===== config.mk =====
export PLATFORM = sky130hd
export DESIGN_NAME = lcd1602_bus_arbiter_flat
export DESIGN_NICKNAME = d
export VERILOG_FILES = /design/src/rtl/lcd_bus_pkg.sv /design/src/rtl/lcd1602_bus_arbiter_if.sv /design/src/rtl/lcd_rr_arbiter.sv /design/src/rtl/lcd1602_bus_arbiter.sv /design/src/flat_wrapper.sv
export SDC_FILE = /design/constraint.sdc
export NUM_CORES = 1
export LEC_CHECK = 0
export BUFFER_PORTS_ARGS = -buffer_cell sky130_fd_sc_hd__buf_4
export CAP_MARGIN = 5
export CORE_MARGIN = 4
export CORE_UTILIZATION = 35
export DETAILED_ROUTE_END_ITERATION = 8
export SYNTH_ARGS = -nofsm -noshare
export SYNTH_HDL_FRONTEND = slang
export SYNTH_SLANG_ARGS = --single-unit

===== constraint.sdc =====
create_clock -name clk -period 4.8 [get_ports clk]
set_input_delay 0.24 -clock clk [delete_from_list [all_inputs] [get_ports clk]]
set_output_delay 0.24 -clock clk [all_outputs]
set_load 0.01 [all_outputs]

===== src/rtl/lcd_bus_pkg.sv =====
// Shared types, LCD command constants and helpers for the LCD1602 bus arbiter.
// Optional build macro used elsewhere in the slice: LCD_ARB_ROUND_ROBIN_EN.
package lcd_bus_pkg;

  typedef enum logic [2:0] {
    ST_IDLE,
    ST_SETUP,
    ST_PULSE,
    ST_HOLD,
    ST_WAIT
  } lcd_state_t;

  localparam logic [7:0] LCD_CMD_CLEAR = 8'h01;
  localparam logic [7:0] LCD_CMD_HOME  = 8'h02;

  // Return-home ignores bit 0, so 8'h03 needs the long wait as well.
  function automatic logic is_slow_cmd(input logic rs, input logic [7:0] data);
    return !rs && ((data == LCD_CMD_CLEAR) || (data[7:1] == LCD_CMD_HOME[7:1]));
  endfunction

  function automatic int max_int(input int a, input int b);
    return (a > b) ? a : b;
  endfunction

endpackage


===== src/rtl/lcd1602_bus_arbiter_if.sv =====
// Requester handshakes and LCD pin group for the LCD1602 bus arbiter.
interface lcd1602_bus_arbiter_if;

  logic       a_valid;
  logic       a_rs;
  logic [7:0] a_data;
  logic       a_ready;
  logic       b_valid;
  logic       b_rs;
  logic [7:0] b_data;
  logic       b_ready;
  logic       busy;
  logic       rs;
  logic       rw;
  logic       enable;
  logic [7:0] data;

  modport master (
    output a_valid, a_rs, a_data, b_valid, b_rs, b_data,
    input  a_ready, b_ready, busy, rs, rw, enable, data
  );

  modport slave (
    input  a_valid, a_rs, a_data, b_valid, b_rs, b_data,
    output a_ready, b_ready, busy, rs, rw, enable, data
  );

endinterface


===== src/rtl/lcd_rr_arbiter.sv =====
// Two-requester grant logic. LCD_ARB_ROUND_ROBIN_EN selects round-robin with a
// pointer register; otherwise A has fixed priority and no pointer exists.
module lcd_rr_arbiter
  import lcd_bus_pkg::*;
(
`ifdef LCD_ARB_ROUND_ROBIN_EN
  input  logic clk,
  input  logic reset,
  input  logic idle,
`endif
  input  logic a_valid,
  input  logic b_valid,
  output logic grant_a,
  output logic grant_b
);

`ifdef LCD_ARB_ROUND_ROBIN_EN
  logic ptr_b;

  always_comb begin
    grant_a = a_valid & (~b_valid | ~ptr_b);
    grant_b = b_valid & (~a_valid | ptr_b);
  end

  // A grant in IDLE is always an accept, so the pointer moves only then.
  always_ff @(posedge clk or posedge reset) begin
    if (reset)
      ptr_b <= 1'b0;
    else if (idle & grant_a)
      ptr_b <= 1'b1;
    else if (idle & grant_b)
      ptr_b <= 1'b0;
  end
`else
  assign grant_a = a_valid;
  assign grant_b = b_valid & ~a_valid;
`endif

endmodule


===== src/rtl/lcd1602_bus_arbiter.sv =====
// LCD1602 bus arbiter: grants one byte transfer and sequences setup, enable
// pulse, hold and execution wait. Build option: LCD_ARB_ROUND_ROBIN_EN.
//
// state | meaning
// IDLE  | waiting for a request; ready follows grant
// SETUP | rs/data stable before enable rises
// PULSE | enable high
// HOLD  | rs/data held after enable falls
// WAIT  | LCD execution time (short or clear/home)
module lcd1602_bus_arbiter
  import lcd_bus_pkg::*;
#(
  parameter int SETUP_CYCLES    = 3,
  parameter int EN_HIGH_CYCLES  = 25,
  parameter int HOLD_CYCLES     = 3,
  parameter int WAIT_CMD_CYCLES = 2000,
  parameter int WAIT_CLR_CYCLES = 82000
) (
  input logic            clk,
  input logic            reset,
  lcd1602_bus_arbiter_if.slave bus
);

  localparam int MAX_P = max_int(max_int(max_int(SETUP_CYCLES, EN_HIGH_CYCLES),
                                         max_int(HOLD_CYCLES, WAIT_CMD_CYCLES)),
                                 WAIT_CLR_CYCLES);
  localparam int CW = $clog2(MAX_P + 1);

  localparam logic [CW-1:0] SETUP_LD = CW'(SETUP_CYCLES - 1);
  localparam logic [CW-1:0] EN_LD    = CW'(EN_HIGH_CYCLES - 1);
  localparam logic [CW-1:0] HOLD_LD  = CW'(HOLD_CYCLES - 1);
  localparam logic [CW-1:0] CMD_LD   = CW'(WAIT_CMD_CYCLES - 1);
  localparam logic [CW-1:0] CLR_LD   = CW'(WAIT_CLR_CYCLES - 1);

  lcd_state_t    state;
  logic [CW-1:0] cnt;
  logic          long_wait;
  logic          busy_q;
  logic          enable_q;
  logic          rs_q;
  logic [7:0]    data_q;

  logic          idle;
  logic          grant_a;
  logic          grant_b;
  logic          accept;
  logic          sel_rs;
  logic [7:0]    sel_data;

  assign idle = (state == ST_IDLE);

  lcd_rr_arbiter u_arb (
`ifdef LCD_ARB_ROUND_ROBIN_EN
    .clk     (clk),
    .reset   (reset),
    .idle    (idle),
`endif
    .a_valid (bus.a_valid),
    .b_valid (bus.b_valid),
    .grant_a (grant_a),
    .grant_b (grant_b)
  );

  assign bus.a_ready = idle & grant_a;
  assign bus.b_ready = idle & grant_b;
  assign accept      = idle & (grant_a | grant_b);
  assign sel_rs      = grant_a ? bus.a_rs   : bus.b_rs;
  assign sel_data    = grant_a ? bus.a_data : bus.b_data;

  always_ff @(posedge clk or posedge reset) begin
    if (reset) begin
      state     <= ST_IDLE;
      cnt       <= '0;
      long_wait <= 1'b0;
      busy_q    <= 1'b0;
      enable_q  <= 1'b0;
      rs_q      <= 1'b0;
      data_q    <= 8'h00;
    end else begin
      case (state)
        ST_IDLE: begin
          if (accept) begin
            rs_q      <= sel_rs;
            data_q    <= sel_data;
            long_wait <= is_slow_cmd(sel_rs, sel_data);
            cnt       <= SETUP_LD;
            busy_q    <= 1'b1;
            state     <= ST_SETUP;
          end
        end
        ST_SETUP: begin
          if (cnt == '0) begin
            enable_q <= 1'b1;
            cnt      <= EN_LD;
            state    <= ST_PULSE;
          end else begin
            cnt <= cnt - CW'(1);
          end
        end
        ST_PULSE: begin
          if (cnt == '0) begin
            enable_q <= 1'b0;
            cnt      <= HOLD_LD;
            state    <= ST_HOLD;
          end else begin
            cnt <= cnt - CW'(1);
          end
        end
        ST_HOLD: begin
          if (cnt == '0) begin
            cnt   <= long_wait ? CLR_LD : CMD_LD;
            state <= ST_WAIT;
          end else begin
            cnt <= cnt - CW'(1);
          end
        end
        ST_WAIT: begin
          if (cnt == '0) begin
            busy_q <= 1'b0;
            state  <= ST_IDLE;
          end else begin
            cnt <= cnt - CW'(1);
          end
        end
        default: begin
          busy_q   <= 1'b0;
          enable_q <= 1'b0;
          state    <= ST_IDLE;
        end
      endcase
    end
  end

  assign bus.busy   = busy_q;
  assign bus.enable = enable_q;
  assign bus.rs     = rs_q;
  assign bus.data   = data_q;
  assign bus.rw     = 1'b0;

endmodule


===== src/flat_wrapper.sv =====
// flat-port wrapper written by rule: the top's interface ports become plain ports
module lcd1602_bus_arbiter_flat import lcd_bus_pkg::*;
#(
  parameter int SETUP_CYCLES    = 3,
  parameter int EN_HIGH_CYCLES  = 25,
  parameter int HOLD_CYCLES     = 3,
  parameter int WAIT_CMD_CYCLES = 2000,
  parameter int WAIT_CLR_CYCLES = 82000
)
  (clk, reset, bus_a_valid, bus_a_rs, bus_a_data, bus_b_valid, bus_b_rs, bus_b_data, bus_a_ready, bus_b_ready, bus_busy, bus_rs, bus_rw, bus_enable, bus_data);
  lcd1602_bus_arbiter_if bus_i ();
  input logic clk;
  input logic reset;
  input wire logic [$bits(bus_i.a_valid)-1:0] bus_a_valid;
  input wire logic [$bits(bus_i.a_rs)-1:0] bus_a_rs;
  input wire logic [$bits(bus_i.a_data)-1:0] bus_a_data;
  input wire logic [$bits(bus_i.b_valid)-1:0] bus_b_valid;
  input wire logic [$bits(bus_i.b_rs)-1:0] bus_b_rs;
  input wire logic [$bits(bus_i.b_data)-1:0] bus_b_data;
  output wire logic [$bits(bus_i.a_ready)-1:0] bus_a_ready;
  output wire logic [$bits(bus_i.b_ready)-1:0] bus_b_ready;
  output wire logic [$bits(bus_i.busy)-1:0] bus_busy;
  output wire logic [$bits(bus_i.rs)-1:0] bus_rs;
  output wire logic [$bits(bus_i.rw)-1:0] bus_rw;
  output wire logic [$bits(bus_i.enable)-1:0] bus_enable;
  output wire logic [$bits(bus_i.data)-1:0] bus_data;
  assign bus_i.a_valid = bus_a_valid;
  assign bus_i.a_rs = bus_a_rs;
  assign bus_i.a_data = bus_a_data;
  assign bus_i.b_valid = bus_b_valid;
  assign bus_i.b_rs = bus_b_rs;
  assign bus_i.b_data = bus_b_data;
  assign bus_a_ready = bus_i.a_ready;
  assign bus_b_ready = bus_i.b_ready;
  assign bus_busy = bus_i.busy;
  assign bus_rs = bus_i.rs;
  assign bus_rw = bus_i.rw;
  assign bus_enable = bus_i.enable;
  assign bus_data = bus_i.data;
  lcd1602_bus_arbiter #(.SETUP_CYCLES(SETUP_CYCLES), .EN_HIGH_CYCLES(EN_HIGH_CYCLES), .HOLD_CYCLES(HOLD_CYCLES), .WAIT_CMD_CYCLES(WAIT_CMD_CYCLES), .WAIT_CLR_CYCLES(WAIT_CLR_CYCLES)) u_core (.clk(clk), .reset(reset), .bus(bus_i));
endmodule

; ---- After elaboration in Yosys (flattened, before gate mapping)
; Cells that the tools add are included.
; W data, S select, Z words.
[totals]
output_inout_bits = 14
mem_bits_rw = 0
mem_count = 0
elab_cells = 61
latch_bits = 0
rom_bits = 0
inputBits = 22
register_bits = 32
[classes]
div = 0
shift = 0
n_reduce_logical = 13
add_sub_neg = 1
bitwise_logic = 8
eq_ne = 12
muxes = 20
magnitude_cmp = 0
n_mul = 0
[ops]
columns = op, n
row1 = $mux W17, 6
row2 = $pmux W17 S5, 1
row3 = $logic_not A17 Y1, 1
row4 = $sub A17 B1 Y17 const B, 1
row5 = $mux W3, 5
row6 = $pmux W3 S5, 1
row7 = $reduce_and A3 Y1, 3
row8 = $eq A8 B1 Y1 const B, 1
row9 = $mux W8, 1
row10 = $ne A2 B1 Y1 const B, 4
row11 = $eq A7 B1 Y1 const B, 1
row12 = $eq A3 B2 Y1 const B, 2
row13 = $pmux W1 S3, 2
row14 = $reduce_or A3 Y1, 2
row15 = $reduce_and A5 Y1, 1
row16 = $reduce_bool A5 Y1, 1
row17 = $and A1 B1 Y1, 4
row18 = $mux W1, 4
row19 = $ne A2 B2 Y1 const B, 2
row20 = $eq A3 B1 Y1 const B, 1
row21 = $eq A3 B3 Y1 const B, 1
row22 = $logic_not A3 Y1, 1
row23 = $not A1 Y1, 3
row24 = $reduce_and A2 Y1, 1
row25 = other kinds (4), 4

; ---- Logic depth before layout (Yosys ltp)
; Gate-level depths: netlist of run 1.
[logic_depth]
word_depth = 6
depth_mapped = 10
depth_no_buf = 7

; ---- Cells and area by module
; Synthesis of run 1 repeated with hierarchy kept, for this count alone.
[unflattened]
cells_unflattened = 236
hier_area_um2 = 2092.0
[by_module_without_submodules]
columns = mod, area_each_um2, cells_per_inst, instances
row1 = lcd1602_bus_arbiter, 2070.7, 234, 1
row2 = lcd_rr_arbiter, 21.3, 2, 1

; ---- Least setup slack after synthesis of run 1
; OpenSTA, ideal clock, no wires.
[synth_timing]
path_kind = reg-to-reg
start = register u_core.cnt[0]
end = register u_core.cnt[4]
n_path_buf = 3
t_required_ns = 4.678
stages_incl_launch_ff = 11
path_slack_ns = 2.318
t_arrival_ns = 2.361
setup_time_ns = 0.122
cell_sequence = dfrtp_1 > inv_1 > ha_1 > or4b_1 > buf_6 > or4_4 > buf_6 > buf_6 > mux2i_4 > o22ai_1 > a32o_1
[synth_between]
elab_chain_cells = 3
elab_cells_between_ends = 9
classes_between = add/sub: 1 / eq/ne: 1 / mux: 5 / reduce/logical: 2
[synth_rtl]
columns = element, line
row1 = start: declaration, lcd1602_bus_arbiter.sv:36  ; logic [CW-1:0] cnt;
row2 = start signal: assignment, lcd1602_bus_arbiter.sv:97  ; cnt <= cnt - CW'(1);
row3 = start signal: assignment, lcd1602_bus_arbiter.sv:106  ; cnt <= cnt - CW'(1);
row4 = start signal: assignment, lcd1602_bus_arbiter.sv:111  ; cnt <= long_wait ? CLR_LD : CMD_LD;
row5 = $sub A17 B1 Y17 or $logic_not A17 Y1 (tied branches), -
row6 = "$mux W17, or another cell as far along", lcd1602_bus_arbiter.sv:118  ; if (cnt == '0) begin
row7 = $pmux W17 S5 or $reduce_and A3 Y1 (tied branches), -
; Several ways; a longest one is shown, not always the timed one. The select of a mux whose other input is x is not followed.
; A chain may end at the register's enable or synchronous reset.

; ---- Worst setup path in the final report of run 1
[layout_timing]
start = register u_core.cnt[0]
end = register u_core.cnt[5]
; Same word-level chain as after synthesis.

==> flow_summary.json, run 1 <==
{
  "status": "finished clean",
  "dieArea_um2": 7333,
  "grt_max_degree": 33,
  "wl_met3_um": 131,
  "cts_buffers": 5,
  "wl_met1_um": 2395,
  "yosysSeqAreaShare_pct": 37.96,
  "min_period_ns": 3.068,
  "place_congestion": 0.8235,
  "h-tree-depth": 2,
  "route.met2.wl_um": 2567,
  "cts_tree": "done",
  "drive_above_1_share_pct": 22.01,
  "crit_fanout": 18,
  "num_rows": 28,
  "final.setup.tns_ns": 0,
  "clk_pin_slew_ns": 0.07,
  "ctsHoldBuffers": 0,
  "r2r_start": "u_core.cnt[0]",
  "synth_area_um2": 2110,
  "synth_cells": 241,
  "grt-ovfl-total": 0,
  "num_vias": 1869,
  "clk_path_buf_depth": 2,
  "relSlewSlack_pct": 41.92,
  "fmax_ghz": 0.3260,
  "min_path_type": "input pin to async pin",
  "wire_per_inst_um": 15.05,
  "path_class": "flop to flop",
  "die_x_um": 85.64,
  "root_buffer": "clkbuf_8",
  "rsz0062_at_grt": "no",
  "cp_data_required_time_ns": 4.97,
  "r2r_cells": 7,
  "drc": 0,
  "grt_pass1_wl_um": 8776,
  "synth_seq_cells": 32,
  "netlist-cell-type-count": 55,
  "top_layer": "met4",
  "netSwitchingPower_uw": 451.4,
  "critPathLaunch": "u_core.cnt[0]",
  "clock_latency_ns": 0.28,
  "dominantRegCellSynth": "dfrtp_1",
  "area_growth_syn_to_layout_pct": 17.85,
  "ir_drop_uv": 250.2,
  "cts.sinks": 32,
  "drtAntennaViolNets": 0,
  "final-setup-viol-count": 0,
  "post-route-util_pct": 42.24,
  "sw_frac_of_total_pct": 37.69,
  "slew_violations": 0,
  "power.density_nw_per_um2": 481.8,
  "power.leakage_uw": 0.001037,
  "path_buf_inv": 1,
  "arrival_ns": 3.24,
  "post_cts_resized": 0,
  "comb_power_share_pct": 37.8,
  "cts_setup_buffers": 0,
  "worst_pin_slew_ns": 0.8647,
  "dpl.hpwl_um": 3895,
  "p_clk_share_pct": 21.0,
  "grt_usage_pct": 14.74,
  "pwr-share-seq_pct": 41.2,
  "syn_nets": 264,
  "n_antenna_cell": 0,
  "grt_pass1_vias": 1852,
  "start_kind": "flop",
  "fin_skew_ns": 0.003127,
  "wirelength_um": 5161,
  "yosysWarningCount": 0,
  "drv_cap": 0,
  "start_util_pct": 35.84,
  "numPortBuffers": 34,
  "synth_edf_count": 0,
  "drt_iter0_drc": 136,
  "synthArstFlopShare_pct": 100.0,
  "path_cells": "inv_1 -> ha_1 -> or4b_1 -> nor4_4 -> o21ai_1 -> a21o_1 -> a22o_1",
  "final_nets": 290,
  "fin_crit_sh_pct": 63.91,
  "slowest_delay_ns": 0.78,
  "first_pass_iters": 4,
  "p_int_uw": 746.3,
  "via_per_inst": 5.449,
  "num_io_pins": 36,
  "hold_violations": 0,
  "coreArea_um2": 5886,
  "cp_top_family": "simple AND/OR/NAND/NOR gates",
  "die_h_um": 85.64,
  "critPathSlowestCell": "nor4_4",
  "antenna_found_initial": 0,
  "syn-mean-instance-area_um2": 8.753,
  "crit_path_end_kind": "flop",
  "critical_path_depth": 7
}
==> worst reg2reg max path: cells and delay by family, from the launching register on <==
kind | cells | cell delay [ns]
AO/OA/AOI/OAI | 3 | 0.86
AND/OR/NAND/NOR | 2 | 1.41
adder cells (fa/ha/maj) | 1 | 0.20
buffers and inverters | 1 | 0.07
flip-flops | 1 | 0.41
==> metal layers <==
metal,GRT usage [%],vias to the layer above
li1,-,931
met1,19.14,894
met2,24.72,38
met3,2.498,6
met4,5.180,0
met5,0,-
==> Yosys cell counts (all sizes together), types with 3 or more instances <==
cell type,count,area [µm²]
buf,10,72.56
inv,11,41.29
o21a,3,22.52
o211ai,5,47.54
nand2,14,52.55
nor4,6,80.07
or2,3,18.77
mux2i,12,132.6
o22ai,3,18.77
or3,6,37.54
a21oi,25,136.4
nand3,6,30.03
o21ai,16,80.08
clkbuf,7,26.28
dfrtp,32,800.8
nor3,10,50.05
or4,8,63.81
nor2,31,118.9
==> cell families (layout without fill, tap and decap cells) <==
group,Yosys count,count (layout),share of synthesized area [%]
xor gates and xnor gates,1,1,0.4153
buffers and inverters,28,55,6.643
and+or+nand+nor,96,96,25.74
other,1,1,0.1778
AOI/OAI and AO/OA,69,69,21.65
muxes,13,13,6.821
adders and majority gates,1,1,0.5930
DFF,32,32,37.96
==> path summary, 6_finish.rpt <==
| kind | to | slack [ns] |
|---|---|---|
| hold reg to reg | u_core.cnt[12] | 0.51 |
| setup / recovery | u_core.cnt[5] | 1.73 |
| max in group asynchronous | u_core.cnt[6] | 4.46 |
| min in group clk | u_core.bus.data[0] | 0.27 |
| hold / removal | u_core.bus.data[6] | 0.04 |
| setup reg to reg | u_core.cnt[5] | 1.73 |
==> power by group through the flow <==
stage	Combinational (µW)	Clock, µW	Sequential (µW)
4_1_cts	457	260	492
6_report	453	252	493
3_3_place_gp	449	0	491
5_1_grt	504	274	512
3_5_place_dp	453	0	496
2_1_floorplan	328	0	470
==> final cells by class <==
class	count	area, µm²
fillers	608	3400
multi-input cells	181	1169
flip-flops and latches	32	800.8
repair buffers	36	270.3
well taps	75	93.84
clock buffers	5	68.82
clock inverters	3	42.54
inverters	11	41.29
==> flip-flops by register name, indices dropped and copies added (netlist names) <==
register,cells
u_core.cnt,17
u_core.bus.data,8
u_core.state,3
u_core.bus.busy,1
u_core.bus.enable,1
u_core.bus.rs,1
u_core.long_wait,1
==> per-stage QoR <==
stage	std cells	hold WS (ns)	power (µW)	area [µm²]	worst slack, ns
4_1_cts	343	0.05569	1209	2486	1.767
3_5_place_dp	335	0.3651	949.6	2375	1.779
6_report	343	0.03878	1198	2486	1.732
2_1_floorplan	241	0.3562	798.5	2110	2.318
5_1_grt	343	0.07824	1291	2486	1.533
3_3_place_gp	335	0.3590	940.6	2375	1.872
==> cell usage in the layout (no fill, tap or decap), types with 3 or more instances in the layout <==
master,instances
a21oi_1,24
buf_4,36
clkbuf_8,5
dfrtp_1,32
inv_1,11
mux2i_1,11
nand2_1,14
nand3_1,6
nor2_1,30
nor3_1,10
o211ai_1,3
o21a_1,3
o21ai_0,14
o22ai_1,3
or2_2,3
or3_1,6
or4_1,7
No activity file was read; power rests on OpenSTA's default activity.
==> run 2: changes to the inputs <==
- clock period: 4.8 -> 2.6 ns (I/O delays scaled with it)
==> run 2 against run 1 <==
Clock-buffer cell count is 1 higher; die area stayed put; final cell count is 5.0% higher; clock skew hardly changed; flip-flop and latch count stayed put; register-to-register slack worse by 1.6 ns; combinational power is 110% higher.
==> flow_summary.json, run 2 (synthesis results as in run 1) <==
{
  "status": "finished clean",
  "cts_buffers": 5,
  "min_path_type": "input pin to flop",
  "drc": 0,
  "die_x_um": 85.64,
  "via_per_inst": 5.319,
  "dpl.hpwl_um": 4099,
  "r2r_cells": 6,
  "root_buffer": "clkbuf_8",
  "fin_crit_sh_pct": 93.88,
  "wire_per_inst_um": 14.78,
  "antenna_found_initial": 0,
  "final.setup.tns_ns": 0,
  "hold_path_depth": 3,
  "area_growth_syn_to_layout_pct": 23.84,
  "fillers": 580,
  "fin_skew_ns": 0.003594,
  "cts_setup_buffers": 0,
  "drt_iter0_drc": 120,
  "post-place-ws_ns": 0.1590,
  "cts_tree": "done",
  "layout_common_cells": "52 x buf_4, 32 x dfrtp_1, 30 x nor2_1",
  "ir_drop_uv": 408.9,
  "whs_ns": 0.1509,
  "path_cells": "or4_1 -> or4_4 -> a21oi_4 -> buf_4 -> o21ai_0 -> a21oi_1",
  "place_congestion": 0.8221,
  "grt_max_degree": 33,
  "post-route-util_pct": 44.39,
  "path_class": "flop to flop",
  "coreArea_um2": 5886,
  "drtAntennaViolNets": 0,
  "final-setup-viol-count": 0,
  "grt_pass1_wl_um": 9239,
  "start_util_pct": 35.84,
  "relSlewSlack_pct": 64.17,
  "crit_fanout": 14,
  "slew_violations": 0,
  "setup_ws_ns": 0.1591,
  "clk_path_buf_depth": 2,
  "largest_reg_flops": 17,
  "num_vias": 1915,
  "largest_register": "u_core.cnt",
  "grt_pass1_vias": 1898,
  "cp_top_family": "simple AND/OR/NAND/NOR gates",
  "crit_path_end_kind": "flop",
  "numPortBuffers": 34,
  "grt-ovfl-total": 0,
  "fmax_ghz": 0.4097,
  "arrival_ns": 2.65,
  "drv_cap": 0,
  "mostFrequentLayoutCell": "buf_4",
  "power.density_nw_per_um2": 880.7,
  "power.leakage_uw": 0.001125,
  "h-tree-depth": 2,
  "start_kind": "flop",
  "slowest_delay_ns": 0.70,
  "wirelength_um": 5321,
  "clock_latency_ns": 0.29,
  "hold_violations": 0,
  "post_cts_resized": 0,
  "worst_pin_slew_ns": 0.5330,
  "die_h_um": 85.64,
  "first_pass_iters": 4,
  "min_period_ns": 2.441,
  "cts.sinks": 32,
  "critPathSlowestCell": "or4_4",
  "dieArea_um2": 7333,
  "grt_usage_pct": 15.53,
  "path_buf_inv": 1,
  "num_rows": 28,
  "num_io_pins": 36,
  "clk_pin_slew_ns": 0.07,
  "cp_data_required_time_ns": 2.81,
  "rsz0062_at_grt": "no",
  "critical_path_depth": 6,
  "drive_above_1_share_pct": 25.96,
  "final_nets": 307,
  "n_antenna_cell": 0
}
run 2: area by class of cell:
cell class / instances / area (µm²) / area share [%]
multi-input cells: 181 / 1169 / 44.73
well taps: 75 / 93.84 / 3.592
flip-flops and latches: 32 / 800.8 / 30.65
clock inverters: 2 / 35.03 / 1.341
inverters: 11 / 41.29 / 1.580
repair buffers: 53 / 400.4 / 15.33
clock buffers: 6 / 72.57 / 2.778
run 2: metal layers:
metal	track usage (%)	part of all wire (%)	vias to the layer above
met2	25.56	49	24
met5	0	0	-
met3	2.305	2.7	4
li1	-	-	968
met1	21.14	47	919
met4	4.604	1.2	0
run 2: timing repair:
action | in CTS | in global routing
setup endpoints to repair | 0 | 2
hold buffers | 1 | 0
endpoints found under the hold margin | 32 | 0
run 2: final timing paths:
| kind | from | endpoint | slack (ns) |
|---|---|---|---|
| max in group asynchronous | reset | u_core.cnt[6] | 1.82 |
| hold / removal | bus_b_data[2] | u_core.bus.data[2] | 0.15 |
| setup reg to reg | u_core.cnt[11] | u_core.cnt[16] | 0.16 |
| min in group asynchronous | reset | u_core.bus.data[6] | 0.49 |
| setup / recovery | u_core.cnt[11] | u_core.cnt[16] | 0.16 |
| hold reg to reg | u_core.cnt[12] | u_core.cnt[12] | 0.51 |
run 2: report_power, final:
part / total, µW / switching, µW / internal [µW] / leakage, µW
clock: 469 / 185 / 284 / 0.0000552
combinational: 966 / 501 / 465 / 0.000683
sequential: 866 / 171 / 696 / 0.000387
run 2: worst min-delay path, stage by stage:
cell and delay (ns):
buf_4 0.08, mux2i_1 0.05, a21oi_1 0.13
run 2: stage by stage:
| stage | area, µm² | power [µW] | std cells |
|---|---|---|---|
| after floorplan | 2110 | 1474 | 241 |
| after global placement | 2495 | 1836 | 351 |
| after detailed placement | 2495 | 1836 | 351 |
| after CTS | 2613 | 2326 | 360 |
| after global routing | 2613 | 2479 | 360 |
| final | 2613 | 2301 | 360 |
